File: src/rtl/pattern_gen_if.sv
// Pixel-side bundle for pattern_gen: coordinates and button in, registered colour and mode out.
interface pattern_gen_if #(
  parameter int X_POS_W = 10,
  parameter int Y_POS_W = 10,
  parameter int COLOR_W = 8
);
  logic [X_POS_W-1:0] x_i;
  logic [Y_POS_W-1:0] y_i;
  logic               btn_i;
  logic [COLOR_W-1:0] red_o;
  logic [COLOR_W-1:0] green_o;
  logic [COLOR_W-1:0] blue_o;
  logic [1:0]         mode_o;

  modport master (
    output x_i, y_i, btn_i,
    input  red_o, green_o, blue_o, mode_o
  );

  modport slave (
    input  x_i, y_i, btn_i,
    output red_o, green_o, blue_o, mode_o
  );
endinterface

File: src/rtl/pattern_gen.sv
// Four-mode DVI test-pattern source; RGB is registered one clock after x/y, mode steps on frame boundaries.
// Optional PATTERN_GEN_AUTO_CYCLE_EN adds an 8-bit frame counter that auto-advances the mode every 256 frames.
module pattern_gen #(
  parameter int X_POS_W         = 10,
  parameter int Y_POS_W         = 10,
  parameter int COLOR_W         = 8,
  parameter int H_VISIBLE       = 640,
  parameter int V_VISIBLE       = 480,
  parameter int BOX_SIZE        = 32,
  parameter int CHECKER_BIT     = 5,
  parameter int DEBOUNCE_CYCLES = 65536
) (
  input  logic          clk_i,
  input  logic          rst_ni,
  pattern_gen_if.slave  bus
);

  localparam int BAR_W = H_VISIBLE / 8;
  localparam int DB_W  = $clog2(DEBOUNCE_CYCLES + 1);
  localparam int XW1   = X_POS_W + 1;
  localparam int YW1   = Y_POS_W + 1;

  typedef enum logic [1:0] {
    MODE_BARS     = 2'd0,
    MODE_CHECKER  = 2'd1,
    MODE_GRADIENT = 2'd2,
    MODE_BOX      = 2'd3
  } mode_e;

  mode_e               r_mode;
  logic                r_pending;
  logic [1:0]          r_sync;
  logic                r_db_level;
  logic [DB_W-1:0]     r_db_cnt;
  logic [X_POS_W-1:0]  r_box_x;
  logic [Y_POS_W-1:0]  r_box_y;
  logic                r_dx_neg;
  logic                r_dy_neg;
  logic [COLOR_W-1:0]  r_red;
  logic [COLOR_W-1:0]  r_green;
  logic [COLOR_W-1:0]  r_blue;

  logic                w_frame_tick;
  logic                w_visible;
  logic                w_db_hit;
  logic                w_press;
  logic                w_auto_adv;
  logic [2:0]          w_bar;
  logic [XW1-1:0]      w_box_x_end;
  logic [YW1-1:0]      w_box_y_end;
  logic                w_in_box;
  logic [COLOR_W-1:0]  w_red;
  logic [COLOR_W-1:0]  w_green;
  logic [COLOR_W-1:0]  w_blue;

  assign w_frame_tick = (bus.x_i == '0) && (bus.y_i == Y_POS_W'(V_VISIBLE));
  assign w_visible    = (bus.x_i < X_POS_W'(H_VISIBLE)) && (bus.y_i < Y_POS_W'(V_VISIBLE));

  // Debounced level flips on the DEBOUNCE_CYCLES-th consecutive mismatching cycle.
  assign w_db_hit = (r_sync[1] != r_db_level) && (r_db_cnt == DB_W'(DEBOUNCE_CYCLES - 1));
  assign w_press  = w_db_hit && r_sync[1];

  assign w_box_x_end = {1'b0, r_box_x} + XW1'(BOX_SIZE);
  assign w_box_y_end = {1'b0, r_box_y} + YW1'(BOX_SIZE);
  assign w_in_box    = ({1'b0, bus.x_i} >= {1'b0, r_box_x}) && ({1'b0, bus.x_i} < w_box_x_end) &&
                       ({1'b0, bus.y_i} >= {1'b0, r_box_y}) && ({1'b0, bus.y_i} < w_box_y_end);

  always_comb begin
    w_bar = 3'd0;
    for (int k = 1; k < 8; k++) begin
      if (bus.x_i >= X_POS_W'(k * BAR_W)) w_bar = 3'(k);
    end
  end

  always_comb begin
    w_red   = '0;
    w_green = '0;
    w_blue  = '0;
    case (r_mode)
      MODE_BARS: begin
        w_red   = {COLOR_W{~w_bar[1]}};
        w_green = {COLOR_W{~w_bar[2]}};
        w_blue  = {COLOR_W{~w_bar[0]}};
      end
      MODE_CHECKER: begin
        w_red   = {COLOR_W{bus.x_i[CHECKER_BIT] ^ bus.y_i[CHECKER_BIT]}};
        w_green = w_red;
        w_blue  = w_red;
      end
      MODE_GRADIENT: begin
        w_red   = bus.x_i[X_POS_W-1 -: COLOR_W];
        w_green = bus.y_i[Y_POS_W-1 -: COLOR_W];
      end
      default: begin
        w_red   = {COLOR_W{w_in_box}};
        w_green = {COLOR_W{w_in_box}};
        w_blue  = w_in_box ? {COLOR_W{1'b1}} : (COLOR_W'(1) << (COLOR_W - 2));
      end
    endcase
  end

  always_ff @(posedge clk_i) begin
    if (!rst_ni) begin
      r_sync     <= '0;
      r_db_level <= 1'b0;
      r_db_cnt   <= '0;
    end else begin
      r_sync <= {r_sync[0], bus.btn_i};
      if (r_sync[1] == r_db_level) begin
        r_db_cnt <= '0;
      end else if (w_db_hit) begin
        r_db_level <= r_sync[1];
        r_db_cnt   <= '0;
      end else begin
        r_db_cnt <= r_db_cnt + DB_W'(1);
      end
    end
  end

`ifdef PATTERN_GEN_AUTO_CYCLE_EN
  logic [7:0] r_frame_cnt;

  assign w_auto_adv = w_frame_tick && (r_frame_cnt == 8'hFF);

  always_ff @(posedge clk_i) begin
    if (!rst_ni) begin
      r_frame_cnt <= 8'd0;
    end else if (w_frame_tick) begin
      r_frame_cnt <= r_pending ? 8'd0 : r_frame_cnt + 8'd1;
    end
  end
`else
  assign w_auto_adv = 1'b0;
`endif

  // A press landing on the tick itself is kept pending for the following frame.
  always_ff @(posedge clk_i) begin
    if (!rst_ni) begin
      r_mode    <= MODE_BARS;
      r_pending <= 1'b0;
    end else if (w_frame_tick) begin
      if (r_pending || w_auto_adv) r_mode <= mode_e'(r_mode + 2'd1);
      r_pending <= w_press;
    end else if (w_press) begin
      r_pending <= 1'b1;
    end
  end

  always_ff @(posedge clk_i) begin
    if (!rst_ni) begin
      r_box_x  <= '0;
      r_box_y  <= '0;
      r_dx_neg <= 1'b0;
      r_dy_neg <= 1'b0;
    end else if (w_frame_tick) begin
      if (!r_dx_neg) begin
        if (w_box_x_end == XW1'(H_VISIBLE)) begin
          r_dx_neg <= 1'b1;
          r_box_x  <= r_box_x - X_POS_W'(1);
        end else begin
          r_box_x <= r_box_x + X_POS_W'(1);
        end
      end else if (r_box_x == '0) begin
        r_dx_neg <= 1'b0;
        r_box_x  <= X_POS_W'(1);
      end else begin
        r_box_x <= r_box_x - X_POS_W'(1);
      end

      if (!r_dy_neg) begin
        if (w_box_y_end == YW1'(V_VISIBLE)) begin
          r_dy_neg <= 1'b1;
          r_box_y  <= r_box_y - Y_POS_W'(1);
        end else begin
          r_box_y <= r_box_y + Y_POS_W'(1);
        end
      end else if (r_box_y == '0) begin
        r_dy_neg <= 1'b0;
        r_box_y  <= Y_POS_W'(1);
      end else begin
        r_box_y <= r_box_y - Y_POS_W'(1);
      end
    end
  end

  always_ff @(posedge clk_i) begin
    if (!rst_ni || !w_visible) begin
      r_red   <= '0;
      r_green <= '0;
      r_blue  <= '0;
    end else begin
      r_red   <= w_red;
      r_green <= w_green;
      r_blue  <= w_blue;
    end
  end

  assign bus.red_o   = r_red;
  assign bus.green_o = r_green;
  assign bus.blue_o  = r_blue;
  assign bus.mode_o  = r_mode;

endmodule

File: src/flat_wrapper.sv
// flat-port wrapper written by rule: the top's interface ports become plain ports
module pattern_gen_flat 
#(
  parameter int X_POS_W         = 10,
  parameter int Y_POS_W         = 10,
  parameter int COLOR_W         = 8,
  parameter int H_VISIBLE       = 640,
  parameter int V_VISIBLE       = 480,
  parameter int BOX_SIZE        = 32,
  parameter int CHECKER_BIT     = 5,
  parameter int DEBOUNCE_CYCLES = 65536
)
  (clk_i, rst_ni, bus_x_i, bus_y_i, bus_btn_i, bus_red_o, bus_green_o, bus_blue_o, bus_mode_o);
  pattern_gen_if #(.X_POS_W(X_POS_W), .Y_POS_W(Y_POS_W), .COLOR_W(COLOR_W)) bus_i ();
  input  logic clk_i;
  input  logic rst_ni;
  input wire logic [$bits(bus_i.x_i)-1:0] bus_x_i;
  input wire logic [$bits(bus_i.y_i)-1:0] bus_y_i;
  input wire logic [$bits(bus_i.btn_i)-1:0] bus_btn_i;
  output wire logic [$bits(bus_i.red_o)-1:0] bus_red_o;
  output wire logic [$bits(bus_i.green_o)-1:0] bus_green_o;
  output wire logic [$bits(bus_i.blue_o)-1:0] bus_blue_o;
  output wire logic [$bits(bus_i.mode_o)-1:0] bus_mode_o;
  assign bus_i.x_i = bus_x_i;
  assign bus_i.y_i = bus_y_i;
  assign bus_i.btn_i = bus_btn_i;
  assign bus_red_o = bus_i.red_o;
  assign bus_green_o = bus_i.green_o;
  assign bus_blue_o = bus_i.blue_o;
  assign bus_mode_o = bus_i.mode_o;
  pattern_gen #(.X_POS_W(X_POS_W), .Y_POS_W(Y_POS_W), .COLOR_W(COLOR_W), .H_VISIBLE(H_VISIBLE), .V_VISIBLE(V_VISIBLE), .BOX_SIZE(BOX_SIZE), .CHECKER_BIT(CHECKER_BIT), .DEBOUNCE_CYCLES(DEBOUNCE_CYCLES)) u_core (.clk_i(clk_i), .rst_ni(rst_ni), .bus(bus_i));
endmodule
File: config.mk
export PLATFORM = sky130hd
export DESIGN_NAME = pattern_gen_flat
export DESIGN_NICKNAME = d
export VERILOG_FILES = /design/src/rtl/pattern_gen_if.sv /design/src/rtl/pattern_gen.sv /design/src/flat_wrapper.sv
export SDC_FILE = /design/constraint.sdc
export NUM_CORES = 1
export LEC_CHECK = 0
export ABC_AREA = 1
export BUFFER_PORTS_ARGS = -buffer_cell sky130_fd_sc_hd__buf_4
export CAP_MARGIN = 20
export CORE_AREA = 2 2 132 134
export CTS_CLUSTER_SIZE = 30
export DETAILED_ROUTE_END_ITERATION = 16
export DIE_AREA = 0 0 134 136
export PLACE_DENSITY = 0.49
export SETUP_SLACK_MARGIN = 0.1
export SYNTH_ARGS = -nofsm -noshare
export SYNTH_HDL_FRONTEND = slang
export SYNTH_SLANG_ARGS = --single-unit
File: constraint.sdc
create_clock -name clk_i -period 2.1 [get_ports clk_i]
set_input_delay 0.42 -clock clk_i [delete_from_list [all_inputs] [get_ports clk_i]]
set_output_delay 0.42 -clock clk_i [all_outputs]
set_load 0.01 [all_outputs]
==> flow_metrics.tcl <==
set metrics [dict create \
    timing.critical_path.buf_inv 2 \
    violations "negative setup slack" \
    critPathArrivalTime_ns 2.40 \
    synth_seq_cells 63 \
    htreeDepth 3 \
    yosys_warnings 0 \
    setup_tns_ns -0.04493 \
    hold_viol 0 \
    layout_setup_ws_ns -0.01369 \
    fillers 1784 \
    period_needed_ns 2.114 \
    syn-num-nets 813 \
    p_per_area_nw_per_um2 459.1 \
    num_antenna_cells 0 \
    post_drt_wl_per_cell_microns 13.31 \
    synth-seq-area-share 0.2542 \
    place_inst 1047 \
    slowest_stage "dfxtp_2" \
    ir_drop_uv 340.5 \
    rsz0062_at_grt "true" \
    grt_use_total 0.1643 \
    postSynthCellCount 744 \
    regArea_sq_um 1286 \
    drv_slew 0 \
    drv_cap 0 \
    grt_pass1_vias 4716 \
    period_share 1.007 \
    synth_cell_types 45 \
    dieArea_sq_um 18220 \
    io_pins 49 \
    first_iter_violations 292 \
    cp_slowest_stage_delay_ns 0.33 \
    multi_input_area_sq_um 3453 \
    syn_area_sq_um 4961 \
    path_delay_family "simple AND/OR/NAND/NOR gates" \
    clock_latency_ns 0.34 \
    num_rows 48 \
    antenna_found_initial 0 \
    die_y_microns 136 \
    leakagePower_uw 0.003033 \
    pre_cts_ws_ns -0.1633 \
    tightest_slew_ns 0.5112 \
    place_congestion 0.8295 \
    cp-start-kind "flip-flop" \
    cts_inserted_buffers 9 \
    fmax_mhz 473.1 \
    post-dp-hpwl_microns 10950 \
    grt_max_degree 18 \
    grt_pass1_wl_microns 23690 \
    io_buffer_count 48 \
    initial_utilization 0.2940 \
    end_kind "flip-flop" \
    die_w_microns 134 \
    finish.instance_area_sq_um 6754 \
    slew_headroom 0.6592 \
    status "finished, violations left" \
    nets 932 \
    via_per_inst 4.623 \
    place_area_sq_um 5962 \
    layout.cells.non_filler 1093 \
    postSynthAreaPerCell_sq_um 6.668 \
    clockRootBuffer "clkbuf_16" \
    clock-sinks 63 \
    dr_total_vias 5053 \
    fp.coreArea_sq_um 16880 \
    clkSlewWorstSetupHoldPaths_ns 0.06 \
    timing.hold.ws_ns 0.2617 \
    report.final.setup_viol 6 \
    first_pass_iters 5 \
    syn_to_final_growth_pct 36.14 \
    crit_type "reg -> reg" \
    cts.path.max_buffers 2 \
    critical_path.cell_chain "ha_4 > nand2_2 > inv_2 > nand4_1 > nor2_1 > nand3_1 > nor3_2 > nand3_1 > nor2_1 > ha_2 > or2_4 > nor2_4 > inv_4 > a21oi_2 > o21a_1" \
    route.detailed.drc 0 \
    layout-drive-gt1-share 0.2869 \
    min-delay-path-class "in -> reg" \
    cp.required_ns 2.38 \
    clock_skew_ns 0.008655 \
    routed_wl_microns 14550 \
    cts_tree "yes" \
    crit_fanout 8 \
    antenna_left 0 \
    overflow 0 \
]
[state kept, by name, summed over array words and instances (netlist names)]
name,cells
u_core.bus.green_o,8
u_core.r_sync,2
u_core.r_box_x,10
u_core.r_dy_neg,1
u_core.r_pending,1
u_core.bus.red_o,8
u_core.r_db_level,1
u_core.r_dx_neg,1
u_core.r_box_y,10
u_core.bus.mode_o,2
u_core.r_db_cnt,17
u_core.bus.blue_o,2
[final cells by class]
class	count	area share
Timing Repair Buffer	138	0.1591
Tap cell	225	0.04168
Clock buffer	10	0.03538
Clock inverter	6	0.01019
Inverter	92	0.05187
Sequential cell	63	0.1904
Multi-Input combinational cell	559	0.5113
[per-layer routing]
layer  vias up  global-route usage  part of all wire
met3        10             0.02834             0.036
li1       2654                   -                 -
met1      2304              0.2164              0.49
met5         -                   0                 0
met4         0             0.04905             0.012
met2        85              0.2752              0.46
[logic make-up (layout without fill, tap and decap cells)]
kind of cell | Yosys count | after routing | synth area share
AND/OR/NAND/NOR | 363 | 365 | 0.3301
buffers and inverters | 124 | 246 | 0.1047
AO/OA/AOI/OAI | 110 | 110 | 0.1279
flip-flops | 63 | 63 | 0.2542
adder cells (fa/ha/maj) | 46 | 46 | 0.1160
XOR/XNOR | 38 | 38 | 0.06709
[cell usage after synthesis, drive strengths merged]
master	number	area [sq um]
or2	2	12.52
dfxtp	63	1261
nand3	80	437.9
xor2	32	280.3
xnor2	6	52.55
a31oi	2	12.51
a21o	3	22.52
and3	1	6.260
nor3b	2	15.01
nor2	82	335.3
o21a	5	37.54
a21boi	1	7.510
a31o	1	8.760
o21ai	31	155.1
and2	1	6.260
o31ai	1	7.510
clkinv	1	3.750
inv	91	341.6
nand4	9	62.56
nand2	164	620.6
o2111ai	1	15.01
nand3b	1	7.510
a21oi	63	352.8
ha	46	575.6
buf	24	143.9
nor3	19	106.4
clkbuf	8	30.03
o211ai	1	7.510
o21bai	1	7.510
nor4	2	27.53
[cell usage in the layout (no fill, tap or decap), types with 2 or more instances in the layout]
cell / count
xor2_2: 3
buf_6: 7
o21a_1: 5
inv_1: 76
nor2_2: 6
o21ai_2: 2
nor2_4: 4
nand4_1: 8
nand3_4: 4
ha_4: 6
inv_4: 2
dfxtp_4: 5
xnor2_1: 5
inv_2: 13
a21oi_2: 21
a21o_1: 3
nand3_2: 8
nand2_1: 161
nor2_1: 72
dfxtp_1: 53
nor3_1: 15
a21oi_1: 42
clkbuf_16: 9
ha_1: 39
dfxtp_2: 5
a31oi_1: 2
clkinv_4: 2
o21ai_1: 10
o21ai_0: 19
nand2_2: 3
nand3_1: 70
nor3_2: 3
buf_4: 130
xor2_1: 29
[what timing repair did]
action,4_1_cts,5_1_grt
setup endpoints to repair,32,36
resized for setup,47,16
hold buffers,0,0
setup buffers,27,1
hold endpoints to repair,0,0
pin swaps,21,14
gates cloned,2,0
[worst min-delay path: stages]
cell and delay [ns]:
buf_4 0.08, nand2_1 0.04, inv_1 0.04
[per-stage QoR]
| stage | util | total power, uW |
|---|---|---|
| floorplan | - | 1422 |
| global placement | 0.3533 | 1552 |
| detailed placement | 0.3533 | 1549 |
| CTS | 0.3958 | 3154 |
| global route | 0.4002 | 3230 |
| finish | 0.4002 | 3101 |
[path summary, 6_finish.rpt]
check                                startpoint                       endpoint  slack [ns]  cells past startpoint
hold reg to reg     u_core.r_sync[0]$_SDFF_PN0_    u_core.r_sync[1]$_SDFF_PN0_        0.41                      2
setup / recovery  u_core.r_db_cnt[0]$_SDFF_PP0_  u_core.r_db_cnt[4]$_SDFF_PP0_       -0.01                     15
setup reg to reg  u_core.r_db_cnt[0]$_SDFF_PP0_  u_core.r_db_cnt[4]$_SDFF_PP0_       -0.01                     15
hold / removal                        bus_btn_i    u_core.r_sync[0]$_SDFF_PN0_        0.26                      3
[report_power, final]
part / total (uW) / switching, uW / internal (uW)
combinational: 348 / 202 / 145
clock: 1550 / 590 / 956
sequential: 1210 / 4.95 / 1200
No activity file was read; power rests on OpenSTA's default activity.
